**src/rtl/snake_body_scheduler_pkg.sv**
```systemverilog
// ---------------------------------------------------------------------------
// snake_body_scheduler_pkg
// Shared types and helpers for the snake body scheduler.
//   GAME_WIDTH / GAME_HEIGHT : playfield size in tiles (coordinate widths
//                              are derived from these, arithmetic wraps)
//   dir_t                    : 2-bit movement direction, opposite = bit 0 flip
//   scan_state_t             : body scan FSM states
//   dir_opposite / step_x / step_y : direction and coordinate helpers
// ---------------------------------------------------------------------------
package snake_body_scheduler_pkg;

    localparam int unsigned GAME_WIDTH  = 32;
    localparam int unsigned GAME_HEIGHT = 16;
    localparam int unsigned X_W         = $clog2(GAME_WIDTH);
    localparam int unsigned Y_W         = $clog2(GAME_HEIGHT);

    typedef enum logic [1:0] {
        DIR_RIGHT = 2'd0,
        DIR_LEFT  = 2'd1,
        DIR_DOWN  = 2'd2,
        DIR_UP    = 2'd3
    } dir_t;

    typedef enum logic {
        ST_EMIT   = 1'b0,
        ST_UPDATE = 1'b1
    } scan_state_t;

    function automatic dir_t dir_opposite(input dir_t d);
        return dir_t'(d ^ 2'b01);
    endfunction

    function automatic logic [X_W-1:0] step_x(input logic [X_W-1:0] x, input dir_t d);
        case (d)
            DIR_RIGHT: step_x = x + X_W'(1);
            DIR_LEFT:  step_x = x - X_W'(1);
            default:   step_x = x;
        endcase
    endfunction

    function automatic logic [Y_W-1:0] step_y(input logic [Y_W-1:0] y, input dir_t d);
        case (d)
            DIR_DOWN: step_y = y + Y_W'(1);
            DIR_UP:   step_y = y - Y_W'(1);
            default:  step_y = y;
        endcase
    endfunction

endpackage

```
**src/rtl/snake_body_scheduler_dir_ring.sv**
```systemverilog
// ---------------------------------------------------------------------------
// snake_dir_ring
// Circular store of per-segment tail-ward directions. Segment i lives at
// ring[rd_ptr + i]; a push writes the new head entry in front of rd_ptr and
// moves rd_ptr back by one, so the old tail entry silently falls off when the
// length does not grow.
// Ports:
//   clk, rst_n   : clock, asynchronous active-low reset
//   i_init       : synchronous bulk init (all entries LEFT, pointer 0)
//   i_push       : write i_push_dir at the front, decrement pointer
//   i_push_dir   : direction written for the new head segment
//   i_idx        : segment index to read
//   o_rd_dir     : direction stored for segment i_idx (combinational)
// ---------------------------------------------------------------------------
module snake_dir_ring
    import snake_body_scheduler_pkg::*;
#(
    parameter  int unsigned MAX_LEN = 64,
    localparam int unsigned PW      = $clog2(MAX_LEN)
) (
    input  logic          clk,
    input  logic          rst_n,
    input  logic          i_init,
    input  logic          i_push,
    input  logic [1:0]    i_push_dir,
    input  logic [PW-1:0] i_idx,
    output logic [1:0]    o_rd_dir
);

    dir_t          r_ring [MAX_LEN];
    logic [PW-1:0] r_rd_ptr;
    logic [PW-1:0] w_front;
    logic [PW-1:0] w_rd_addr;

    assign w_front   = r_rd_ptr - PW'(1);
    assign w_rd_addr = r_rd_ptr + i_idx;
    assign o_rd_dir  = r_ring[w_rd_addr];

    always_ff @(posedge clk or negedge rst_n) begin
        if (!rst_n) begin
            r_rd_ptr <= '0;
            for (int unsigned i = 0; i < MAX_LEN; i++) r_ring[i] <= DIR_LEFT;
        end else if (i_init) begin
            r_rd_ptr <= '0;
            for (int unsigned i = 0; i < MAX_LEN; i++) r_ring[i] <= DIR_LEFT;
        end else if (i_push) begin
            r_rd_ptr         <= w_front;
            r_ring[w_front]  <= dir_t'(i_push_dir);
        end
    end

endmodule

```
**src/rtl/snake_body_scheduler.sv**
```systemverilog
// ---------------------------------------------------------------------------
// snake_body_scheduler
// Owns the snake body (head position + direction ring) and time-shares it
// between the game engine and the VGA renderer. The body is replayed
// head-to-tail, one segment per clock, in back-to-back passes; a pending
// game update is applied in a single UPDATE cycle between passes so the
// renderer never sees a half-updated body.
// Optional feature macro: SNAKE_SELF_HIT_EN (adds output self_hit).
// Ports:
//   clk, rst_n        : clock, asynchronous active-low reset
//   game_rst_n        : synchronous active-low game restart
//   upd_req/grow/dir  : game update request (held until upd_ack)
//   upd_ack           : one-cycle pulse, update applied at this edge
//   full              : length == MAX_LEN
//   snake_head_x/y    : current head tile
//   snake_x/y/dir     : streamed segment tile and its tail-ward direction
//   snake_first/last  : segment is head / tail
//   snake_valid       : stream slot carries a segment
//   self_hit          : (SNAKE_SELF_HIT_EN) head overlapped body last pass
// ---------------------------------------------------------------------------
module snake_body_scheduler
    import snake_body_scheduler_pkg::*;
#(
    parameter int unsigned MAX_LEN  = 64,
    parameter int unsigned INIT_LEN = 3,
    parameter int unsigned INIT_X   = 5,
    parameter int unsigned INIT_Y   = 7
) (
    input  logic           clk,
    input  logic           rst_n,
    input  logic           game_rst_n,
    input  logic           upd_req,
    input  logic           upd_grow,
    input  logic [1:0]     upd_dir,
    output logic           upd_ack,
    output logic           full,
    output logic [X_W-1:0] snake_head_x,
    output logic [Y_W-1:0] snake_head_y,
    output logic [X_W-1:0] snake_x,
    output logic [Y_W-1:0] snake_y,
    output logic [1:0]     snake_dir,
    output logic           snake_first,
    output logic           snake_last,
`ifdef SNAKE_SELF_HIT_EN
    output logic           self_hit,
`endif
    output logic           snake_valid
);

    localparam int unsigned IW = $clog2(MAX_LEN);
    localparam int unsigned LW = IW + 1;

    localparam logic [X_W-1:0] C_INIT_X   = X_W'(INIT_X);
    localparam logic [Y_W-1:0] C_INIT_Y   = Y_W'(INIT_Y);
    localparam logic [LW-1:0]  C_INIT_LEN = LW'(INIT_LEN);
    localparam logic [LW-1:0]  C_MAX_LEN  = LW'(MAX_LEN);

    scan_state_t    r_state;
    scan_state_t    w_state_nxt;

    logic [IW-1:0]  r_idx;
    logic [LW-1:0]  r_len;
    logic [X_W-1:0] r_cur_x;
    logic [Y_W-1:0] r_cur_y;
    logic [X_W-1:0] r_head_x;
    logic [Y_W-1:0] r_head_y;

    logic [X_W-1:0] r_seg_x;
    logic [Y_W-1:0] r_seg_y;
    logic [1:0]     r_seg_dir;
    logic           r_first;
    logic           r_last;
    logic           r_valid;
    logic           r_ack;

    logic [X_W-1:0] w_x_nxt;
    logic [Y_W-1:0] w_y_nxt;
    logic [1:0]     w_dir_nxt;
    logic           w_first_nxt;
    logic           w_last_nxt;
    logic           w_valid_nxt;
    logic           w_ack_nxt;

    logic [1:0]     w_rd_dir;
    logic           w_is_last;
    logic           w_full;
    logic           w_push;
    logic [X_W-1:0] w_upd_head_x;
    logic [Y_W-1:0] w_upd_head_y;
    dir_t           w_front_dir;

    assign w_is_last    = ({1'b0, r_idx} == (r_len - LW'(1)));
    assign w_full       = (r_len == C_MAX_LEN);
    assign w_push       = (r_state == ST_UPDATE) && game_rst_n;
    assign w_upd_head_x = step_x(r_head_x, dir_t'(upd_dir));
    assign w_upd_head_y = step_y(r_head_y, dir_t'(upd_dir));
    assign w_front_dir  = dir_opposite(dir_t'(upd_dir));

    snake_dir_ring #(
        .MAX_LEN (MAX_LEN)
    ) u_ring (
        .clk        (clk),
        .rst_n      (rst_n),
        .i_init     (!game_rst_n),
        .i_push     (w_push),
        .i_push_dir (w_front_dir),
        .i_idx      (r_idx),
        .o_rd_dir   (w_rd_dir)
    );

    // State register
    always_ff @(posedge clk or negedge rst_n) begin
        if (!rst_n) r_state <= ST_EMIT;
        else        r_state <= w_state_nxt;
    end

    // Next-state logic; restart always lands in EMIT
    always_comb begin
        w_state_nxt = r_state;
        if (!game_rst_n) begin
            w_state_nxt = ST_EMIT;
        end else begin
            case (r_state)
                ST_EMIT:   if (w_is_last && upd_req) w_state_nxt = ST_UPDATE;
                ST_UPDATE: w_state_nxt = ST_EMIT;
                default:   w_state_nxt = ST_EMIT;
            endcase
        end
    end

    // Output logic: next values of the registered stream outputs
    always_comb begin
        w_x_nxt     = '0;
        w_y_nxt     = '0;
        w_dir_nxt   = '0;
        w_first_nxt = 1'b0;
        w_last_nxt  = 1'b0;
        w_valid_nxt = 1'b0;
        w_ack_nxt   = 1'b0;
        if (game_rst_n) begin
            case (r_state)
                ST_EMIT: begin
                    w_x_nxt     = r_cur_x;
                    w_y_nxt     = r_cur_y;
                    w_dir_nxt   = w_rd_dir;
                    w_first_nxt = (r_idx == '0);
                    w_last_nxt  = w_is_last;
                    w_valid_nxt = 1'b1;
                end
                ST_UPDATE: w_ack_nxt = 1'b1;
                default: ;
            endcase
        end
    end

    always_ff @(posedge clk or negedge rst_n) begin
        if (!rst_n) begin
            r_seg_x   <= '0;
            r_seg_y   <= '0;
            r_seg_dir <= '0;
            r_first   <= 1'b0;
            r_last    <= 1'b0;
            r_valid   <= 1'b0;
            r_ack     <= 1'b0;
        end else begin
            r_seg_x   <= w_x_nxt;
            r_seg_y   <= w_y_nxt;
            r_seg_dir <= w_dir_nxt;
            r_first   <= w_first_nxt;
            r_last    <= w_last_nxt;
            r_valid   <= w_valid_nxt;
            r_ack     <= w_ack_nxt;
        end
    end

    // Scan walker and body state. r_cur tracks the position of segment r_idx,
    // stepped by that segment's ring entry as the scan advances.
    always_ff @(posedge clk or negedge rst_n) begin
        if (!rst_n) begin
            r_head_x <= C_INIT_X;
            r_head_y <= C_INIT_Y;
            r_cur_x  <= C_INIT_X;
            r_cur_y  <= C_INIT_Y;
            r_len    <= C_INIT_LEN;
            r_idx    <= '0;
        end else if (!game_rst_n) begin
            r_head_x <= C_INIT_X;
            r_head_y <= C_INIT_Y;
            r_cur_x  <= C_INIT_X;
            r_cur_y  <= C_INIT_Y;
            r_len    <= C_INIT_LEN;
            r_idx    <= '0;
        end else begin
            case (r_state)
                ST_EMIT: begin
                    if (w_is_last) begin
                        r_idx   <= '0;
                        r_cur_x <= r_head_x;
                        r_cur_y <= r_head_y;
                    end else begin
                        r_idx   <= r_idx + IW'(1);
                        r_cur_x <= step_x(r_cur_x, dir_t'(w_rd_dir));
                        r_cur_y <= step_y(r_cur_y, dir_t'(w_rd_dir));
                    end
                end
                ST_UPDATE: begin
                    r_head_x <= w_upd_head_x;
                    r_head_y <= w_upd_head_y;
                    r_cur_x  <= w_upd_head_x;
                    r_cur_y  <= w_upd_head_y;
                    r_idx    <= '0;
                    // A grow request at full length degrades to a move
                    if (upd_grow && !w_full) r_len <= r_len + LW'(1);
                end
                default: ;
            endcase
        end
    end

`ifdef SNAKE_SELF_HIT_EN
    logic r_hit_acc;
    logic r_self_hit;
    logic w_hit_now;

    assign w_hit_now = (r_idx != '0) && (r_cur_x == r_head_x) && (r_cur_y == r_head_y);

    always_ff @(posedge clk or negedge rst_n) begin
        if (!rst_n) begin
            r_hit_acc  <= 1'b0;
            r_self_hit <= 1'b0;
        end else if (!game_rst_n) begin
            r_hit_acc  <= 1'b0;
            r_self_hit <= 1'b0;
        end else if (r_state == ST_EMIT) begin
            if (w_is_last) begin
                r_self_hit <= r_hit_acc | w_hit_now;
                r_hit_acc  <= 1'b0;
            end else begin
                r_hit_acc  <= r_hit_acc | w_hit_now;
            end
        end
    end

    assign self_hit = r_self_hit;
`endif

    assign upd_ack      = r_ack;
    assign full         = w_full;
    assign snake_head_x = r_head_x;
    assign snake_head_y = r_head_y;
    assign snake_x      = r_seg_x;
    assign snake_y      = r_seg_y;
    assign snake_dir    = r_seg_dir;
    assign snake_first  = r_first;
    assign snake_last   = r_last;
    assign snake_valid  = r_valid;

endmodule

```
**config.mk**
```make
export PLATFORM = sky130hd
export DESIGN_NAME = snake_body_scheduler
export DESIGN_NICKNAME = d
export VERILOG_FILES = /design/src/rtl/snake_body_scheduler_pkg.sv /design/src/rtl/snake_body_scheduler_dir_ring.sv /design/src/rtl/snake_body_scheduler.sv
export SDC_FILE = /design/constraint.sdc
export NUM_CORES = 1
export LEC_CHECK = 0
export CORE_ASPECT_RATIO = 1.25
export CORE_MARGIN = 10
export CORE_UTILIZATION = 35
export CTS_CLUSTER_SIZE = 10
export DETAILED_ROUTE_END_ITERATION = 7
export PLACE_DENSITY = 0.61
export SLEW_MARGIN = 10
export SYNTH_ARGS = -nofsm -noshare
export SYNTH_HDL_FRONTEND = slang
export SYNTH_SLANG_ARGS = --single-unit
export TNS_END_PERCENT = 1
```
**constraint.sdc**
```tcl
create_clock -name clk -period 6.7 [get_ports clk]
set_clock_uncertainty 0.15 [all_clocks]
set_input_delay 1.005 -clock clk [delete_from_list [all_inputs] [get_ports clk]]
set_output_delay 1.005 -clock clk [all_outputs]
set_load 0.05 [all_outputs]
```
# Word level (Yosys, flattened, before mapping)
# Index checks and enable logic that the tools add are counted.
# classes
order_cmp	3
bitwise_logic	4
n_reduce_logical	9
add_sub_neg	13
eq_ne	13
muxes	47
# ops
cell	count
128-bit 2-to-1 mux	2
128-bit bitwise mux	1
5-bit 2-to-1 mux	6
5-bit case mux with 2 select lines	3
4-bit 2-to-1 mux	6
6-bit 2-to-1 mux	4
4-bit case mux with 2 select lines	3
7-bit 2-to-1 mux	3
7-bit greater-or-equal comparator, second input constant	2
6-bit inverter with 7-bit output	2
2-bit binary-select mux with 6-bit select	1
2-bit demux with 6-bit select	1
6-bit case mux with 2 select lines	1
5-bit by 1-bit adder with 5-bit output, second input constant	2
1-bit 2-to-1 mux	10
2-bit 2-to-1 mux	5
5-bit by 3-bit inequality test with 1-bit output, second input constant	2
5-bit by 1-bit subtractor with 5-bit output, second input constant	2
4-bit by 1-bit adder with 4-bit output, second input constant	2
2-bit == test, second input constant	4
4-bit by 1-bit subtractor with 4-bit output, second input constant	2
7-bit by 1-bit adder with 7-bit output, second input constant	1
6-bit by 7-bit == test with 1-bit output	1
7-bit == test, second input constant	1
other kinds (14)	22
# word_totals
in_bits	7
register_bits	181
word_cells	168

# Longest topological paths before layout
# Gate-level depths: netlist (run 1).
# depth
ltp_word	10
depth_mapped	20

# By module
# A second synthesis (run 1) with hierarchy kept.
# hier_totals
cells_unflattened	1063
area_unflattened_um2	10438.8
# modules_own_cells
module	cells_each	instances	area_each_um2	seq_area_each_um2
snake_dir_ring	766	1	7619.8	3433.3
snake_body_scheduler	297	1	2819.0	1191.1

# Worst setup path after synthesis (run 1)
# No wires, ideal clock.
# synth_timing
kind	reg-to-reg
from	register r_idx[0]
to	register r_cur_x[4]
arrival_time_ps	4019
n_path_buf	2
t_required_ps	6421
synth_period_minus_slack_ps	4298
path_stages_with_launch	19
path_slack_ps	2402
cell_sequence	dfrtp_1 -> ha_1 -> inv_1 -> fa_1 -> buf_2 -> clkbuf_1 -> mux4_2 -> a211oi_1 -> a31oi_1 -> mux2i_1 -> mux2i_1 -> nor2_2 -> xor2_1 -> ha_1 -> nor2_1 -> o31a_1 -> o31a_1 -> nor4_1 -> nor3b_1
# synth_between
elab_chain_cells	10
word_cells_on_any_way	13
cone_classes	add/sub: 1; eq/ne: 3; mux: 7; bitwise: 1; reduce/logical: 1
# synth_rtl
item	line	rtl
from (decl)	snake_body_scheduler.sv:61	logic [IW-1:0] r_idx;
from (signal assigned)	snake_body_scheduler.sv:201	r_idx <= r_idx + IW'(1);
6-bit adder	snake_body_scheduler_dir_ring.sv:36	assign w_rd_addr = r_rd_ptr + i_idx;
6-bit inverter with 7-bit output (implied by the code)	snake_body_scheduler_dir_ring.sv:37	assign o_rd_dir = r_ring[w_rd_addr];
2-bit binary-select mux with 6-bit select	snake_body_scheduler_dir_ring.sv:37	
2-bit 2-to-1 mux (implied by the code) (2 in series)	snake_body_scheduler_dir_ring.sv:37	
2-bit by 1-bit == test with 1-bit output / 2-bit zero test (equally long branches)	snake_body_scheduler_pkg.sv:34	case (d)
5-bit case mux with 2 select lines	snake_body_scheduler_pkg.sv:34	
5-bit 2-to-1 mux	snake_body_scheduler.sv:196	if (w_is_last) begin
5-bit case mux with 2 select lines	snake_body_scheduler.sv:194	case (r_state)
5-bit 2-to-1 mux	snake_body_scheduler.sv:186	end else if (!game_rst_n) begin
to (signal assigned)	snake_body_scheduler.sv:198	r_cur_x <= r_head_x;
to (signal assigned)	snake_body_scheduler.sv:202	r_cur_x <= step_x(r_cur_x, dir_t'(w_rd_dir));
to (signal assigned)	snake_body_scheduler.sv:209	r_cur_x <= w_upd_head_x;
to (decl)	snake_body_scheduler.sv:63	logic [X_W-1:0] r_cur_x;
# Parallel ways exist; a longest one is shown, timed or not. The select of a mux whose other input is x is not followed.
# A chain may end at the register's enable or synchronous reset.

# Final worst setup path (run 1)
# layout_timing
from	register u_ring.r_rd_ptr[0]
to	register r_cur_x[4]
# layout_between
elab_chain_cells	10
word_cells_on_any_way	12
cone_classes	add/sub: 1; eq/ne: 2; mux: 7; bitwise: 1; reduce/logical: 1
# layout_rtl
item	line	rtl
from (decl)	snake_body_scheduler_dir_ring.sv:31	logic [PW-1:0] r_rd_ptr;
from (signal assigned)	snake_body_scheduler_dir_ring.sv:47	r_rd_ptr <= w_front;
6-bit adder *	snake_body_scheduler_dir_ring.sv:36	
6-bit inverter with 7-bit output (implied by the code) *	snake_body_scheduler_dir_ring.sv:37	
2-bit binary-select mux with 6-bit select *	snake_body_scheduler_dir_ring.sv:37	
2-bit 2-to-1 mux (implied by the code) * (2 in series)	snake_body_scheduler_dir_ring.sv:37	
2-bit by 1-bit == test with 1-bit output / 2-bit zero test (equally long branches)	snake_body_scheduler_pkg.sv:34	
5-bit case mux with 2 select lines	snake_body_scheduler_pkg.sv:34	
5-bit 2-to-1 mux	snake_body_scheduler.sv:196	
5-bit case mux with 2 select lines	snake_body_scheduler.sv:194	
5-bit 2-to-1 mux	snake_body_scheduler.sv:186	
# Every way passes the cells marked *; elsewhere a longest branch is shown, timed or not. The select of a mux whose other input is x is not followed.

==> results of run 1 <==
flip-flops by register name (all words and copies together), names as in the netlist:
name             count
r_cur_y              4
snake_first          1
r_cur_x              5
snake_x              5
snake_y              4
upd_ack              1
snake_head_x         5
snake_last           1
u_ring.r_ring      128
r_len                7
r_idx                6
r_state              1
snake_valid          1
u_ring.r_rd_ptr      6
snake_head_y         4
snake_dir            2
layout make-up:
| class | instances | area [sq um] | area share |
|---|---|---|---|
| clock buffers | 18 | 429 | 0.0401 |
| inverters | 77 | 289 | 0.0270 |
| flip-flops and latches | 181 | 4620 | 0.432 |
| repair buffers | 39 | 367 | 0.0342 |
| clock inverters | 14 | 198 | 0.0185 |
| multi-input cells | 688 | 4370 | 0.408 |
| well taps | 345 | 432 | 0.0403 |
layer usage:
metal | GRT usage | share of wire | up-vias
met1 | 0.204 | 0.42 | 3853
li1 | - | - | 3504
met5 | 0 | 0 | -
met3 | 0.0285 | 0.061 | 61
met2 | 0.270 | 0.49 | 288
met4 | 0.0688 | 0.033 | 0
cell usage after synthesis (all sizes together), types with 13 or more instances:
cell | count | share of area
nor2 | 122 | 0.049
dfrtp | 105 | 0.28
nand2 | 101 | 0.040
o21ai | 81 | 0.043
a21oi | 78 | 0.042
dfstp | 76 | 0.21
inv | 76 | 0.030
o22ai | 66 | 0.044
clkbuf | 32 | 0.013
xnor2 | 23 | 0.022
mux4 | 22 | 0.052
and2 | 21 | 0.014
ha | 18 | 0.024
nand3 | 18 | 0.0095
xor2 | 18 | 0.019
mux2i | 13 | 0.014
final timing paths:
check                                   start                 to  slack (ps)  cells after the start
max reg2reg                u_ring.r_rd_ptr[0]         r_cur_x[4]        1300                     18
min reg2reg                 u_ring.r_ring[86]  u_ring.r_ring[86]         350                      2
max                        u_ring.r_rd_ptr[0]         r_cur_x[4]        1300                     18
max in group asynchronous               rst_n  u_ring.r_ring[51]        4780                      2
min in group asynchronous               rst_n         snake_y[0]         400                      1
min                         u_ring.r_ring[86]  u_ring.r_ring[86]         350                      2
critical path, stage by stage, from the launching register on:
cell and delay (ps):
dfrtp_1 650, ha_1 270, inv_1 60, fa_1 780, buf_4 380, nor2b_1 190
o211ai_1 130, nand4_1 160, o21ai_1 170, mux2i_1 110, mux2i_1 690, nor2_2 150
xor2_1 190, ha_1 210, nor2_1 60, o31a_1 250, o31a_1 300, nor4_1 260
nor3b_1 80
power by group:
group / internal, mW / switching [mW]
clock: 0.630 / 0.458
combinational: 0.465 / 0.933
sequential: 1.17 / 0.0745
stage by stage:
| stage | area, sq um | util |
|---|---|---|
| floorplan | 9470 | - |
| global placement | 10100 | 0.377 |
| detailed placement | 10100 | 0.377 |
| CTS | 10700 | 0.400 |
| global route | 10700 | 0.400 |
| finish | 10700 | 0.400 |
cell families (layout without fill, tap and decap cells):
group,Yosys count,count (layout),share of synthesized area
and+or+nand+nor,303,303,0.139
AOI/OAI and AO/OA,281,281,0.175
DFF,181,181,0.488
buffers and inverters,120,148,0.0510
muxes,42,42,0.0748
xor gates and xnor gates,41,41,0.0415
adders and majority gates,21,21,0.0301
==> reports/results.txt, run 1 <==
Syn_area_per_cell -> 9.57 sq um
Tot Pwr -> 3.73 mW
Commonest non-fill, non-tap cell in the layout -> nor2_1
DRC viols -> 0
Outcome -> completed
Distinct cells, synth -> 63
F_max -> 0.185 GHz
WHS -> 353 ps
CTS max path bufs -> 2
CP Launch Type -> flop
Iteration-0 DRC Markers -> 651
Core region area -> 0.0267 sq mm
Post-synthesis sequential area ratio -> 0.488
Top FF cell, synth -> dfrtp_1
Clock slew at reported path FFs -> 70 ps
1st-pass router iterations -> 5
Starting Density -> 0.354
Mapped cell area -> 0.00947 sq mm
Clock sinks -> 181
Pwr dens -> 348 mW/mm^2
Num CTS Buffers -> 17
DP Wirelength -> 18.8 mm
Max-slew violations -> 0
Post-synth EDFFs -> 0
Hold buffer count at cts -> 0
Nets -> 1032
RSZ-0062 raised after global routing -> no
Number of synthesis warnings -> 0
Root Buffer -> clkbuf_16
Setup ws final -> 1300 ps
Vias per cell -> 5.66
Max FO, Critical Path -> 19
# diodes -> 0
Setup Crit Path Kind -> reg -> reg
I/O Buffers -> 31
Dpl ws -> 1400 ps
Number of synthesized register bits -> 181
CTS tree -> built
Peak supply drop -> 267 uV
DR vias -> 7706
Hold Path Class -> reg -> reg
Mapped Cells -> 989
CTS H-tree depth -> 4
Overflow after GRT -> 0
Worst Setup End Kind -> flop
Final Setup Violations -> 0
Post-route ant nets -> 0
Largest net degree at the start of global routing -> 64
Fraction of layout cells with a size suffix above 1 -> 0.151
Placed Cells -> 1330
Final worst path period share -> 0.805
Leakage power -> 4.19 nW
Number of fill cells -> 2605
Die height -> 204 um
GRT Resource Usage Total -> 0.162
Critical Path RT -> 6860 ps
Critical path arrival -> 5560 ps
First-pass GRT wire length -> 44.1 mm
P&R area growth vs syn -> 13.1%
Setup TNS -> 0 ps
Hold violation total from the final report -> 0
Row count -> 67
Crit path time final -> 5400 ps
Placer Congestion -> 0.891
Die ar. -> 0.0341 sq mm
Die width -> 167 um
Worst slew pin tran -> 1280 ps
Syn nets -> 1017
Initial antenna violation count -> 0
Non-filler cells, final -> 1362
WL/cell -> 20.5 um
Clk_lat worst skew -> 440 ps
Number of global-route vias before repair -> 7618
Most frequent cells in the layout -> nor2_1 (121), dfrtp_1 (105), nand2_1 (101)
Postcts setup bufs -> 0
Maxcap violations -> 0
DRT Wirelength -> 27.9 mm
FFs w/ async S/R, synth -> 1.00
IO Pins -> 32
Resize count post-CTS -> 0
Slew HR -> 0.145
No activity file was read; power rests on OpenSTA's default activity.
==> inputs of run 2 (changes only) <==
==> constraint.sdc (replaced) <==
create_clock -name clk -period 5.43 [get_ports clk]
set_clock_uncertainty 0.15 [all_clocks]
set_input_delay 0.8145 -clock clk [delete_from_list [all_inputs] [get_ports clk]]
set_output_delay 0.8145 -clock clk [all_outputs]
set_load 0.05 [all_outputs]
==> run 2 against run 1 <==
Effect of this change: non-clock buffer count up 2; final area is essentially flat; combinational power increased by 24%; via count down 2.1%; register-to-register slack lost 860 ps; sequential power rose by 23%; wire length is 0.80% higher; maximum frequency increased by 8.3%; largest power group unchanged.
==> reports/results.txt, run 2 (synthesis results as in run 1) <==
Outcome -> completed
F_max -> 0.201 GHz
Num CTS Buffers -> 17
Crit path time final -> 4980 ps
Largest Register -> u_ring.r_ring
Critical path arrival -> 5150 ps
Max FFs per register -> 128
CP Launch Type -> flop
GRT Resource Usage Total -> 0.165
Resize count post-CTS -> 0
Worst Setup End Kind -> flop
Max FO, Critical Path -> 23
First-pass GRT wire length -> 44.2 mm
Vias per cell -> 5.54
Hold violation total from the final report -> 0
Row count -> 67
Die width -> 167 um
Commonest non-fill, non-tap cell in the layout -> nor2_1
Critical path origin -> u_ring.r_rd_ptr[0]
Number of global-route vias before repair -> 7662
Placer Congestion -> 0.911
Nets -> 1034
Root Buffer -> clkbuf_16
Setup ws final -> 448 ps
Reg-to-reg startpoint -> u_ring.r_rd_ptr[0]
Leakage power -> 4.19 nW
Starting Density -> 0.354
Maxcap violations -> 0
Pwr dens -> 422 mW/mm^2
Final Setup Violations -> 0
Most frequent cells in the layout -> nor2_1 (121), dfrtp_1 (105), nand2_1 (101)
Largest net degree at the start of global routing -> 100
Dpl ws -> 494 ps
DR vias -> 7548
Final worst path period share -> 0.917
Clk_lat worst skew -> 440 ps
DP Wirelength -> 18.7 mm
Postcts setup bufs -> 0
1st-pass router iterations -> 6
Setup Crit Path Kind -> reg -> reg
DRC viols -> 0
Clock sinks -> 181
Core region area -> 0.0267 sq mm
CTS H-tree depth -> 4
CTS max path bufs -> 2
# diodes -> 0
Hold Path Class -> in -> async
I/O Buffers -> 31
Worst slew pin tran -> 1220 ps
Top Registers -> u_ring.r_ring x128, r_len x7
Slew HR -> 0.181
Die height -> 204 um
Overflow after GRT -> 0
P&R area growth vs syn -> 13.2%
Die ar. -> 0.0341 sq mm
Setup TNS -> 0 ps
Critical Path RT -> 5600 ps
Max-slew violations -> 0
IO Pins -> 32
Hold buffer count at cts -> 0
DRT Wirelength -> 28.1 mm
Initial antenna violation count -> 0
Fraction of layout cells with a size suffix above 1 -> 0.152
Peak supply drop -> 329 uV
Clock slew at reported path FFs -> 70 ps
CTS tree -> built
RSZ-0062 raised after global routing -> no
Post-route ant nets -> 0
WL/cell -> 20.6 um
Iteration-0 DRC Markers -> 562
[run 2: stage by stage]
| step | hold slack, ps | util | cells | instance area [sq um] | total power, mW |
|---|---|---|---|---|---|
| after floorplan | 323 | - | 989 | 9470 | 2.78 |
| after global placement | 336 | 0.379 | 1332 | 10100 | 3.28 |
| after detailed placement | 343 | 0.379 | 1332 | 10100 | 3.29 |
| after CTS | 356 | 0.401 | 1363 | 10700 | 4.54 |
| after global routing | 366 | 0.401 | 1363 | 10700 | 4.78 |
| final | 320 | 0.401 | 1363 | 10700 | 4.53 |
[run 2: cell type report]
type	count	area (sq um)
fill	2605	16000
sequential	181	4620
multi-input combinational	688	4370
clock buffer	20	457
tap	345	432
timing repair buffer	41	419
inverter	77	289
clock inverter	11	124
[run 2: routing by layer]
layer  track usage  vias up  wire, um
met2         0.270      291     13600
met3        0.0389       62      1930
met4        0.0782        0      1040
li1              -     3503         -
met5             0        -         0
met1         0.200     3692     11500
[run 2: final timing paths]
check                                     to  slack (ps)  depth (start not counted)
setup reg to reg                  r_cur_x[4]         450                         18
setup / recovery                  r_cur_x[4]         450                         18
hold reg to reg            u_ring.r_ring[16]         350                          2
max in group asynchronous  u_ring.r_ring[10]        3800                          2
min in group clk           u_ring.r_ring[16]         350                          2
hold / removal                    snake_x[4]         320                          1
[run 2: critical path, cell delays in order (launching register included)]
cell,delay [ps]
dfrtp_1,640
ha_1,260
inv_1,60
fa_1,470
xnor2_2,180
buf_4,320
mux2i_1,150
a221oi_2,290
a32oi_1,130
mux2_2,290
mux2_4,330
nor2_2,220
xor2_1,180
ha_1,200
nor2_1,70
o31a_1,260
o31a_1,310
nor4_1,270
nor3b_1,80
[run 2: power by group]
part	switching, mW	internal (mW)
Sequential	0.0932	1.45
Combinational	1.14	0.607
Clock	0.542	0.701
Total	1.77	2.75
